==> src/rtl/cpu_isa_pkg.sv <==
// rtl/cpu_isa_pkg.sv - opcode constants, decode line indices and sequencer state encoding
package cpu_isa_pkg;

    // Opcode field values (ir[7:4])
    localparam logic [3:0] OP_MOV   = 4'b1100;
    localparam logic [3:0] OP_ADD   = 4'b1001;
    localparam logic [3:0] OP_SUB   = 4'b0110;
    localparam logic [3:0] OP_AND   = 4'b1011;
    localparam logic [3:0] OP_NOT   = 4'b0101;
    localparam logic [3:0] OP_SHIFT = 4'b1010;
    localparam logic [3:0] OP_JUMP  = 4'b0011;
    localparam logic [3:0] OP_IN    = 4'b0010;
    localparam logic [3:0] OP_OUT   = 4'b0100;
    localparam logic [3:0] OP_HALT  = 4'b1000;

    // Bit positions of the one-hot decode lines inside the decoder output vector
    localparam int NUM_LINES = 16;
    localparam int LN_MOVA = 0;
    localparam int LN_MOVB = 1;
    localparam int LN_MOVC = 2;
    localparam int LN_ADD  = 3;
    localparam int LN_SUB  = 4;
    localparam int LN_AND1 = 5;
    localparam int LN_NOT1 = 6;
    localparam int LN_RSR  = 7;
    localparam int LN_RSL  = 8;
    localparam int LN_JMP  = 9;
    localparam int LN_JZ   = 10;
    localparam int LN_JC   = 11;
    localparam int LN_IN1  = 12;
    localparam int LN_OUT1 = 13;
    localparam int LN_NOP  = 14;
    localparam int LN_HALT = 15;

    // Sequencer states; every state except FETCH is an execute-phase state
    typedef enum logic [1:0] {
        ST_FETCH = 2'b00,
        ST_EXEC  = 2'b01,
        ST_HALT  = 2'b10,
        ST_WAIT  = 2'b11
    } state_t;

    // Phase bit: 0 while fetching, 1 in any execute-phase state
    function automatic logic phase_of(input state_t s);
        return (s != ST_FETCH);
    endfunction

endpackage

==> src/rtl/instr_decoder.sv <==
// rtl/instr_decoder.sv - combinational one-hot instruction decoder
module instr_decoder
    import cpu_isa_pkg::*;
(
    input  logic [7:0]           i_ir,
    output logic [NUM_LINES-1:0] o_lines
);

    logic [3:0] w_op;
    logic [1:0] w_rd;
    logic [1:0] w_rs;

    assign w_op = i_ir[7:4];
    assign w_rd = i_ir[3:2];
    assign w_rs = i_ir[1:0];

    // Map opcode and register fields onto exactly one line; unknown opcodes become nop
    always_comb begin
        o_lines = '0;
        case (w_op)
            OP_MOV: begin
                if (w_rd == 2'b11 && w_rs == 2'b11)
                    o_lines[LN_NOP] = 1'b1;
                else if (w_rd == 2'b11)
                    o_lines[LN_MOVB] = 1'b1;
                else if (w_rs == 2'b11)
                    o_lines[LN_MOVC] = 1'b1;
                else
                    o_lines[LN_MOVA] = 1'b1;
            end
            OP_ADD:  o_lines[LN_ADD]  = 1'b1;
            OP_SUB:  o_lines[LN_SUB]  = 1'b1;
            OP_AND:  o_lines[LN_AND1] = 1'b1;
            OP_NOT:  o_lines[LN_NOT1] = 1'b1;
            OP_SHIFT: begin
                if (w_rs == 2'b00)
                    o_lines[LN_RSR] = 1'b1;
                else if (w_rs == 2'b11)
                    o_lines[LN_RSL] = 1'b1;
                else
                    o_lines[LN_NOP] = 1'b1;
            end
            OP_JUMP: begin
                case (w_rs)
                    2'b00:   o_lines[LN_JMP] = 1'b1;
                    2'b01:   o_lines[LN_JZ]  = 1'b1;
                    2'b10:   o_lines[LN_JC]  = 1'b1;
                    default: o_lines[LN_NOP] = 1'b1;
                endcase
            end
            OP_IN:   o_lines[LN_IN1]  = 1'b1;
            OP_OUT:  o_lines[LN_OUT1] = 1'b1;
            OP_HALT: o_lines[LN_HALT] = 1'b1;
            default: o_lines[LN_NOP]  = 1'b1;
        endcase
    end

endmodule

==> src/rtl/instruction_sequencer.sv <==
// rtl/instruction_sequencer.sv - fetch/execute sequencer with instruction register and gated decode; IO_HANDSHAKE_EN adds an IN/OUT wait state
module instruction_sequencer
    import cpu_isa_pkg::*;
(
    input  logic       clk,
    input  logic       rst_n,
    input  logic [7:0] bus_in,
    input  logic       ir_ld,
    input  logic       io_ack,
    output logic [7:0] ir,
    output logic       sm,
    output logic       mova,
    output logic       movb,
    output logic       movc,
    output logic       add,
    output logic       sub,
    output logic       and1,
    output logic       not1,
    output logic       rsr,
    output logic       rsl,
    output logic       jmp,
    output logic       jz,
    output logic       jc,
    output logic       in1,
    output logic       out1,
    output logic       nop,
    output logic       halt
);

    state_t                r_state;
    state_t                w_state_next;
    logic [7:0]            r_ir;
    logic [NUM_LINES-1:0]  w_dec_lines;
    logic [NUM_LINES-1:0]  w_lines;
    logic                  w_phase;

`ifndef IO_HANDSHAKE_EN
    // Acknowledge is only meaningful with the handshake build
    logic w_unused_io_ack;
    assign w_unused_io_ack = io_ack;
`endif

    instr_decoder u_decoder (
        .i_ir    (r_ir),
        .o_lines (w_dec_lines)
    );

    // State register; reset aborts any phase immediately
    always_ff @(posedge clk or negedge rst_n) begin
        if (!rst_n)
            r_state <= ST_FETCH;
        else
            r_state <= w_state_next;
    end

    // Instruction register loads only during the fetch phase
    always_ff @(posedge clk or negedge rst_n) begin
        if (!rst_n)
            r_ir <= 8'h00;
        else if (r_state == ST_FETCH && ir_ld)
            r_ir <= bus_in;
    end

    // Next-state logic: fetch always advances; halt is sticky until reset
    always_comb begin
        w_state_next = r_state;
        case (r_state)
            ST_FETCH: w_state_next = ST_EXEC;
            ST_EXEC: begin
                if (w_dec_lines[LN_HALT])
                    w_state_next = ST_HALT;
`ifdef IO_HANDSHAKE_EN
                else if ((w_dec_lines[LN_IN1] || w_dec_lines[LN_OUT1]) && !io_ack)
                    w_state_next = ST_WAIT;
`endif
                else
                    w_state_next = ST_FETCH;
            end
            ST_HALT: w_state_next = ST_HALT;
            ST_WAIT: begin
`ifdef IO_HANDSHAKE_EN
                if (io_ack)
                    w_state_next = ST_FETCH;
`else
                w_state_next = ST_FETCH;
`endif
            end
            default: w_state_next = ST_FETCH;
        endcase
    end

    // Decode lines are quiet in fetch, live in every execute-phase state
    always_comb begin
        w_phase = phase_of(r_state);
        w_lines = w_phase ? w_dec_lines : '0;
    end

    assign ir   = r_ir;
    assign sm   = w_phase;
    assign mova = w_lines[LN_MOVA];
    assign movb = w_lines[LN_MOVB];
    assign movc = w_lines[LN_MOVC];
    assign add  = w_lines[LN_ADD];
    assign sub  = w_lines[LN_SUB];
    assign and1 = w_lines[LN_AND1];
    assign not1 = w_lines[LN_NOT1];
    assign rsr  = w_lines[LN_RSR];
    assign rsl  = w_lines[LN_RSL];
    assign jmp  = w_lines[LN_JMP];
    assign jz   = w_lines[LN_JZ];
    assign jc   = w_lines[LN_JC];
    assign in1  = w_lines[LN_IN1];
    assign out1 = w_lines[LN_OUT1];
    assign nop  = w_lines[LN_NOP];
    assign halt = w_lines[LN_HALT];

endmodule

==> config.mk <==
export PLATFORM = sky130hd
export DESIGN_NAME = instruction_sequencer
export DESIGN_NICKNAME = d
export VERILOG_FILES = /design/src/rtl/cpu_isa_pkg.sv /design/src/rtl/instr_decoder.sv /design/src/rtl/instruction_sequencer.sv
export SDC_FILE = /design/constraint.sdc
export NUM_CORES = 1
export LEC_CHECK = 0
export CAP_MARGIN = 10
export CORE_MARGIN = 5
export CORE_UTILIZATION = 35
export DETAILED_ROUTE_END_ITERATION = 12
export PLACE_DENSITY = 0.69
export SYNTH_ARGS = -nofsm -noshare
export SYNTH_HDL_FRONTEND = slang
export SYNTH_HIERARCHICAL = 1
export SYNTH_SLANG_ARGS = --single-unit
==> constraint.sdc <==
create_clock -name clk -period 2.13 [get_ports clk]
set_input_delay 0.426 -clock clk [delete_from_list [all_inputs] [get_ports clk]]
set_output_delay 0.426 -clock clk [all_outputs]
set_load 0.02 [all_outputs]
==> results by group, run 1 <==
Clocking
  – Clk_lat worst skew: 0.25 ns
  – Clock tree from TritonCTS: built
  – CTS H-tree depth: 1
  – Sink Count: 10
  – TritonCTS buffer count: 3
  – CTS Root Cell: clkbuf_4
  – Post-CTS Hold Fix Bufs: 0
  – CTS clk-pin slew, worst paths: 0.06 ns
  – Max Buffers Root-to-Sink: 2

Setup path
  – CP endpoint: nop
  – CP startpoint kind: flop
  – Slowest CP cell: dfrtp_1
  – Internal reg-to-reg setup slack: 0.68 ns
  – CP Depth: 7
  – Critical path arrival: 1.71 ns
  – CP Buf/Inv Count: 2
  – CP peak stage delay: ~0.43 ns
  – R2R depth: 3
  – Crit Path Category: reg2out
  – Critical path required time: 1.70 ns
  – Crit-path max FO: 4
  – CP Capture Type: primary output
  – Delay-heaviest family, CP: flip-flops
  – Cell breakdown of the critical path: inv_2 -> ha_4 -> nor2b_1 -> o221ai_1 -> o211ai_2 -> and2b_2 -> buf_6
  – RR Endpoint: ir[5]
  – Worst Setup SP: ir[1]

Global route
  – Met3 GRT Util: under 10%
  – GRT busiest layer: met2
  – Global-route wire length before repair: between 3000 and 4000 µm
  – Met2 usage: 21.3%
  – Vias in the first global route: 788
  – GRT Total Usage: 11.2%
  – Largest net degree at the start of global routing: 17
  – Total grt overflow: 0
  – Met1 usage: 11.6%
  – Initial antenna violation count: 0

Floorplanning
  – Die Span Y: slightly below 60 µm
  – # IOs: 37
  – Die Wd: about 58 µm
  – Starting Density: a little over a third
  – Num rows: 17
  – Die area: between 0.003 and 0.004 mm²
  – Core ar.: 0.00221 mm²

Drt
  – 1st-pass router iterations: 3
  – Final wirelength: 1870 µm
  – Routed len/inst: 11.2 µm
  – 1st-iter DRT viols: 6
  – Post-DRT Antenna Nets: 0
  – DR vias: 770
  – Routed vias/inst: 4.58
  – # DRC: 0

Synth
  – Yosys reg bits: 10
  – Synth warnings: 6
  – Main synth FF type: dfrtp_1
  – Synth Instances: 83
  – Cell Area, Synth: approximately 810 µm²
  – Synth Net Count: 99
  – Distinct cells, synth: 24
  – EDFF count, synth: 0
  – Synth async-reset ratio: 100%
  – Synthesized area per cell: 9.75 µm²
  – Post-synthesis sequential area ratio: a little under a third

Timing
  – Final worst slack: -0.00417 ns
  – Fmax: 469 MHz
  – Post-layout min period: ~2.1 ns
  – RSZ-0062 raised after global routing: true
  – Final setup fails: 1
  – Final hold violations: 0
  – Final critical-path share of the clock period: 100%
  – Worst Skew: 0.00125 ns
  – Final slew viol count: 0
  – Max_slew headroom: 71.3%
  – Sum Neg Setup Slack: -0.00417 ns
  – Worst Tran Pin Value: 0.429 ns
  – Hold WS: between 0.4 and 0.5 ns

Finish
  – FF/Latch Area: roughly 250 µm²
  – Fin nets: 158
  – Share of cells above drive strength 1: 50.7%
  – Most common cell after layout, fill and taps aside: buf_4
  – Antenna diode count: 0
  – Fill cell count: approximately 190
  – Area Overhead vs Synth: 66.9%
  – Most frequent cells in the layout: buf_4 (23), clkdlybuf4s50_1 (19), and2b_2 (16), dlygate4sd2_1 (9), mux2_2 (8)
  – Post-layout util: 61.1%
  – Area of the multi-input gates: 532 µm²

Run status
  – Status: finished with violations
  – Failing checks: negative setup slack

Power and ir drop
  – Power per cell area: 1460 mW/mm²
  – Lkg Pwr: 0.668 nW
  – Peak supply drop: about 1 mV

Placement
  – DP HPWL: 1580 µm
  – # port buffers: 35
  – Placer Congestion: 0.702

Run
  – Maxcap violations: 0

Hold path
  – Hold crit path type: reg2reg
[cell usage after synthesis, types with 2 or more instances]
cell type,count,share of area (%)
ha_1,4,6.2
and2_1,2,1.5
and2b_2,16,17
nor2b_1,2,1.5
dfrtp_1,10,31
nand2b_1,4,3.1
nor3_1,7,4.3
inv_1,5,2.3
nand2_1,4,1.9
nor2_1,6,2.8
buf_4,3,2.8
mux2_2,8,11
[metrics by stage]
step	instances	power, mW	worst slack (ns)	area (µm²)
2_1_floorplan	83	1.16	0.207	810
3_3_place_gp	162	1.76	-0.170	1310
3_5_place_dp	162	1.79	-0.188	1310
4_1_cts	166	1.90	-0.0532	1330
5_1_grt	168	2.13	-0.0885	1350
6_report	168	1.97	-0.00417	1350
[power breakdown]
| part | internal [mW] | switching [mW] | leakage, nW |
|---|---|---|---|
| clock network | 0.0645 | 0.0511 | 0.0138 |
| registers | 0.292 | 0.141 | 0.116 |
| logic | 0.793 | 0.627 | 0.539 |
[worst reg2reg max path, stage by stage (launching register included)]
cell and delay [ns]:
dfrtp_1 0.38, buf_4 0.15, nor3b_4 0.41, mux2_2 0.39
[state kept, by name, summed over array words and instances, names as in the netlist, named ones only]
name     cells
ir           8
r_state      1
[area by class of cell]
class,count,share of cell area (%)
multi-input cells,64,39.4
repair buffers,58,36.2
flip-flops and latches,10,18.8
well taps,28,2.59
clock buffers,3,1.67
inverters,5,1.39
[layer usage]
metal	share of wire, %	vias up	wire (µm)
met1	41	363	766
li1	-	389	-
met5	0	-	0
met2	52	18	980
met3	6.8	0	127
met4	0	0	0
[worst min path at each step]
stage	startpoint	slack (ns)	cells after the start	to
6_report	r_state[0]	0.47	1	r_state[0]
2_1_floorplan	rst_n	0.13	0	async pin
3_3_place_gp	r_state[0]	0.44	1	r_state[0]
5_1_grt	r_state[0]	0.49	1	r_state[0]
4_1_cts	r_state[0]	0.46	1	r_state[0]
3_5_place_dp	r_state[0]	0.44	1	r_state[0]
[logic make-up after synthesis]
| group | Yosys count | synth area share [%] |
|---|---|---|
| fa+ha+maj | 4 | 6.18 |
| compound gates | 4 | 4.33 |
| mux | 9 | 12.4 |
| flops | 10 | 30.9 |
| buf+inv | 9 | 6.49 |
| simple gates | 47 | 39.7 |
[repair_timing]
action | in CTS | in global routing
gates resized for setup | 32 | 15
setup buffers | 1 | 2
endpoints found under the setup margin | 16 | 8
pin swaps | 1 | 2
No activity file was read; power rests on OpenSTA's default activity.
==> run 2: changes to the inputs <==
--- a/config.mk
+++ b/config.mk
@@ -6,10 +6,12 @@
 export NUM_CORES = 1
 export LEC_CHECK = 0
 export CAP_MARGIN = 10
+export CELL_PAD_IN_SITES_DETAIL_PLACEMENT = 1
+export CELL_PAD_IN_SITES_GLOBAL_PLACEMENT = 2
 export CORE_MARGIN = 5
-export CORE_UTILIZATION = 35
+export CORE_UTILIZATION = 23
 export DETAILED_ROUTE_END_ITERATION = 12
-export PLACE_DENSITY = 0.69
+export PLACE_DENSITY_LB_ADDON = 0.1
 export SYNTH_ARGS = -nofsm -noshare
 export SYNTH_HDL_FRONTEND = slang
 export SYNTH_HIERARCHICAL = 1
==> results by group, run 2 (synthesized netlist as in run 1, its figures left out) <==
Global route
  – GRT Total Usage: 8.92% (-2.3 points)
  – Largest net degree at the start of global routing: 18 (+1)
  – Global-route wire length before repair: 3730 µm (+21%)
  – Total grt overflow: 0 (unchanged)
  – Vias in the first global route: 836 (+6.1%)
  – Initial antenna violation count: 0 (unchanged)

Clocking
  – Max Buffers Root-to-Sink: 2 (unchanged)
  – Sink Count: 10 (unchanged)
  – Clk_lat worst skew: 0.25 ns (about the same)
  – CTS H-tree depth: 1 (unchanged)
  – Clock tree from TritonCTS: built
  – Post-CTS Hold Fix Bufs: 0 (unchanged)
  – TritonCTS buffer count: 3 (unchanged)
  – CTS Root Cell: clkbuf_4
  – CTS clk-pin slew, worst paths: 0.06 ns (about the same)

Power and ir drop
  – Switching Fraction: 42.4% (+0.82 points)
  – P_sw: 832 µW (+1.7%)
  – Combinational share of power: 71.0% (-1.1 points)
  – Tot Pwr: 1.96 mW (-0.31%)
  – Peak supply drop: 0.586 mV (-41%)
  – Internal: 1.13 mW (-1.7%)
  – Lkg Pwr: 0.646 nW (-3.4%)
  – Power share of the sequential group: 22.9% (+0.9 points)
  – Clk pwr share: 6.1% (+0.2 points)
  – Power per cell area: 1450 mW/mm² (-0.31%)

Drt
  – 1st-pass router iterations: 3 (unchanged)
  – Routed vias/inst: 4.18 (-8.7%)
  – Post-DRT Antenna Nets: 0 (unchanged)
  – # DRC: 0 (unchanged)
  – DR vias: 757 (-1.7%)
  – Routed len/inst: 11.3 µm (+1.3%)
  – Final wirelength: 2050 µm (+9.2%)
  – 1st-iter DRT viols: 15 (+9)

Placement
  – DP HPWL: 1740 µm (+10%)
  – Placer Congestion: 0.685 (-2.5%)
  – # port buffers: 35 (unchanged)
  – Dpl cells: 177 (+9.3%)
  – Post-DP Area: 0.00131 mm² (unchanged)

Floorplanning
  – Die area: 0.00481 mm² (+42%)
  – # IOs: 37 (unchanged)
  – Num rows: 21 (+4)
  – Die Span Y: 69.3 µm (+19%)
  – Starting Density: 24.1% (-13 points)
  – Die Wd: 69.3 µm (+19%)
  – Core ar.: 0.00336 mm² (+52%)

Timing
  – Post-layout min period: 2.06 ns (-0.0695 ns)
  – Final hold violations: 0 (unchanged)
  – Worst Skew: 0.00337 ns (+0.00212 ns)
  – Final slew viol count: 0 (unchanged)
  – RSZ-0062 raised after global routing: true
  – Max_slew headroom: 70.2% (-1.2 points)
  – Worst Tran Pin Value: 0.447 ns (+0.0178 ns)
  – Final setup fails: 0 (-1)
  – Fmax: 484 MHz (+3.4%)
  – Hold WS: 0.482 ns (+0.0153 ns)
  – Final critical-path share of the clock period: 96.9% (-3.3 points)

Finish
  – Area Overhead vs Synth: 66.9% (unchanged)
  – Antenna diode count: 0 (unchanged)
  – Final instance area: 0.00135 mm² (unchanged)
  – Share of cells above drive strength 1: 52.6% (+1.9 points)
  – Max FFs per register: 8 (unchanged)
  – Fill cell count: 432 (+120%)
  – Fin nets: 153 (-3.2%)
  – Most frequent cells in the layout: clkdlybuf4s50_1 (19), buf_4 (18), and2b_2 (16), mux2_2 (8), dlygate4sd2_1 (8)
  – Fin cells: 181 (+7.7%)
  – Most common cell after layout, fill and taps aside: clkdlybuf4s50_1

Setup path
  – Crit-path max FO: 2 (-2)
  – R2R depth: 2 (-1)
  – Worst Setup SP: ir[0]
  – Crit Path Category: reg2out
  – CP startpoint kind: flop
  – CP Capture Type: primary output
  – Internal reg-to-reg setup slack: 0.74 ns (+0.06 ns)
  – Critical path arrival: 1.64 ns (-0.07 ns)
  – RR Endpoint: ir[4]
  – Critical path required time: 1.70 ns (about the same)
  – CP endpoint: nop

Run
  – Maxcap violations: 0 (unchanged)

Hold path
  – Hold crit path type: in2async

Run status
  – Status: complete, no violations
[run 2: cell count changes in the layout (fill, tap and decap cells not counted), sizes merged]
cell | previous run | this run
dlygate4sd2 | 9 | 8
buf | 27 | 23
[run 2: layout make-up]
type	instances	area [µm²]	area share, %
Clock buffer	3	22.5	1.67
Tap cell	46	57.6	4.26
Inverter	5	18.8	1.39
Sequential cell	10	254	18.8
Multi-Input combinational cell	64	551	40.7
Timing Repair Buffer	53	448	33.1
[run 2: worst min path at each step]
stage	start	to	slack (ns)	cells past startpoint
2_1_floorplan	rst_n	async pin	0.13	0
6_report	rst_n	ir[1]	0.48	1
4_1_cts	rst_n	ir[6]	0.49	1
5_1_grt	rst_n	ir[2]	0.51	1
3_5_place_dp	r_state[0]	r_state[0]	0.56	1
3_3_place_gp	r_state[0]	r_state[0]	0.53	1
[run 2: power by group through the flow]
stage	clock (mW)	combinational, mW	sequential, mW
after floorplan	0	0.672	0.487
after global placement	0	1.33	0.423
after detailed placement	0	1.35	0.437
after CTS	0.125	1.31	0.437
after global routing	0.136	1.52	0.480
final	0.120	1.39	0.449
[run 2: critical path, stage by stage, from the launching register on]
cell	delay [ns]
dfrtp_1	0.39
inv_2	0.09
ha_4	0.20
nor2b_4	0.12
o221ai_2	0.16
o211ai_2	0.09
and2b_2	0.21
buf_6	0.13
[run 2: through the flow]
step / util (%) / setup slack, ns / TNS [ns]
2_1_floorplan: - / 0.207 / 0
3_3_place_gp: 39.0 / -0.149 / -0.275
3_5_place_dp: 39.0 / -0.172 / -0.400
4_1_cts: 39.0 / -0.0448 / -0.0448
5_1_grt: 40.2 / -0.0415 / -0.0584
6_report: 40.2 / 0.0653 / 0
[run 2: timing repair]
| item | in CTS | in global routing |
|---|---|---|
| endpoints found under the setup margin | 16 | 16 |
| buffers inserted | 0 | 1 |
| pin swaps | 1 | 4 |
| resized for setup | 32 | 23 |
| endpoints found under the hold margin | 0 | 0 |
[run 2: per-layer routing]
metal / GRT usage [%] / vias up / share of wire, %
li1: - / 380 / -
met1: 10.3 / 354 / 43
met2: 16.0 / 21 / 51
met3: 2.32 / 2 / 5.5
met4: 2.60 / 0 / 0.29
met5: 0 / - / 0
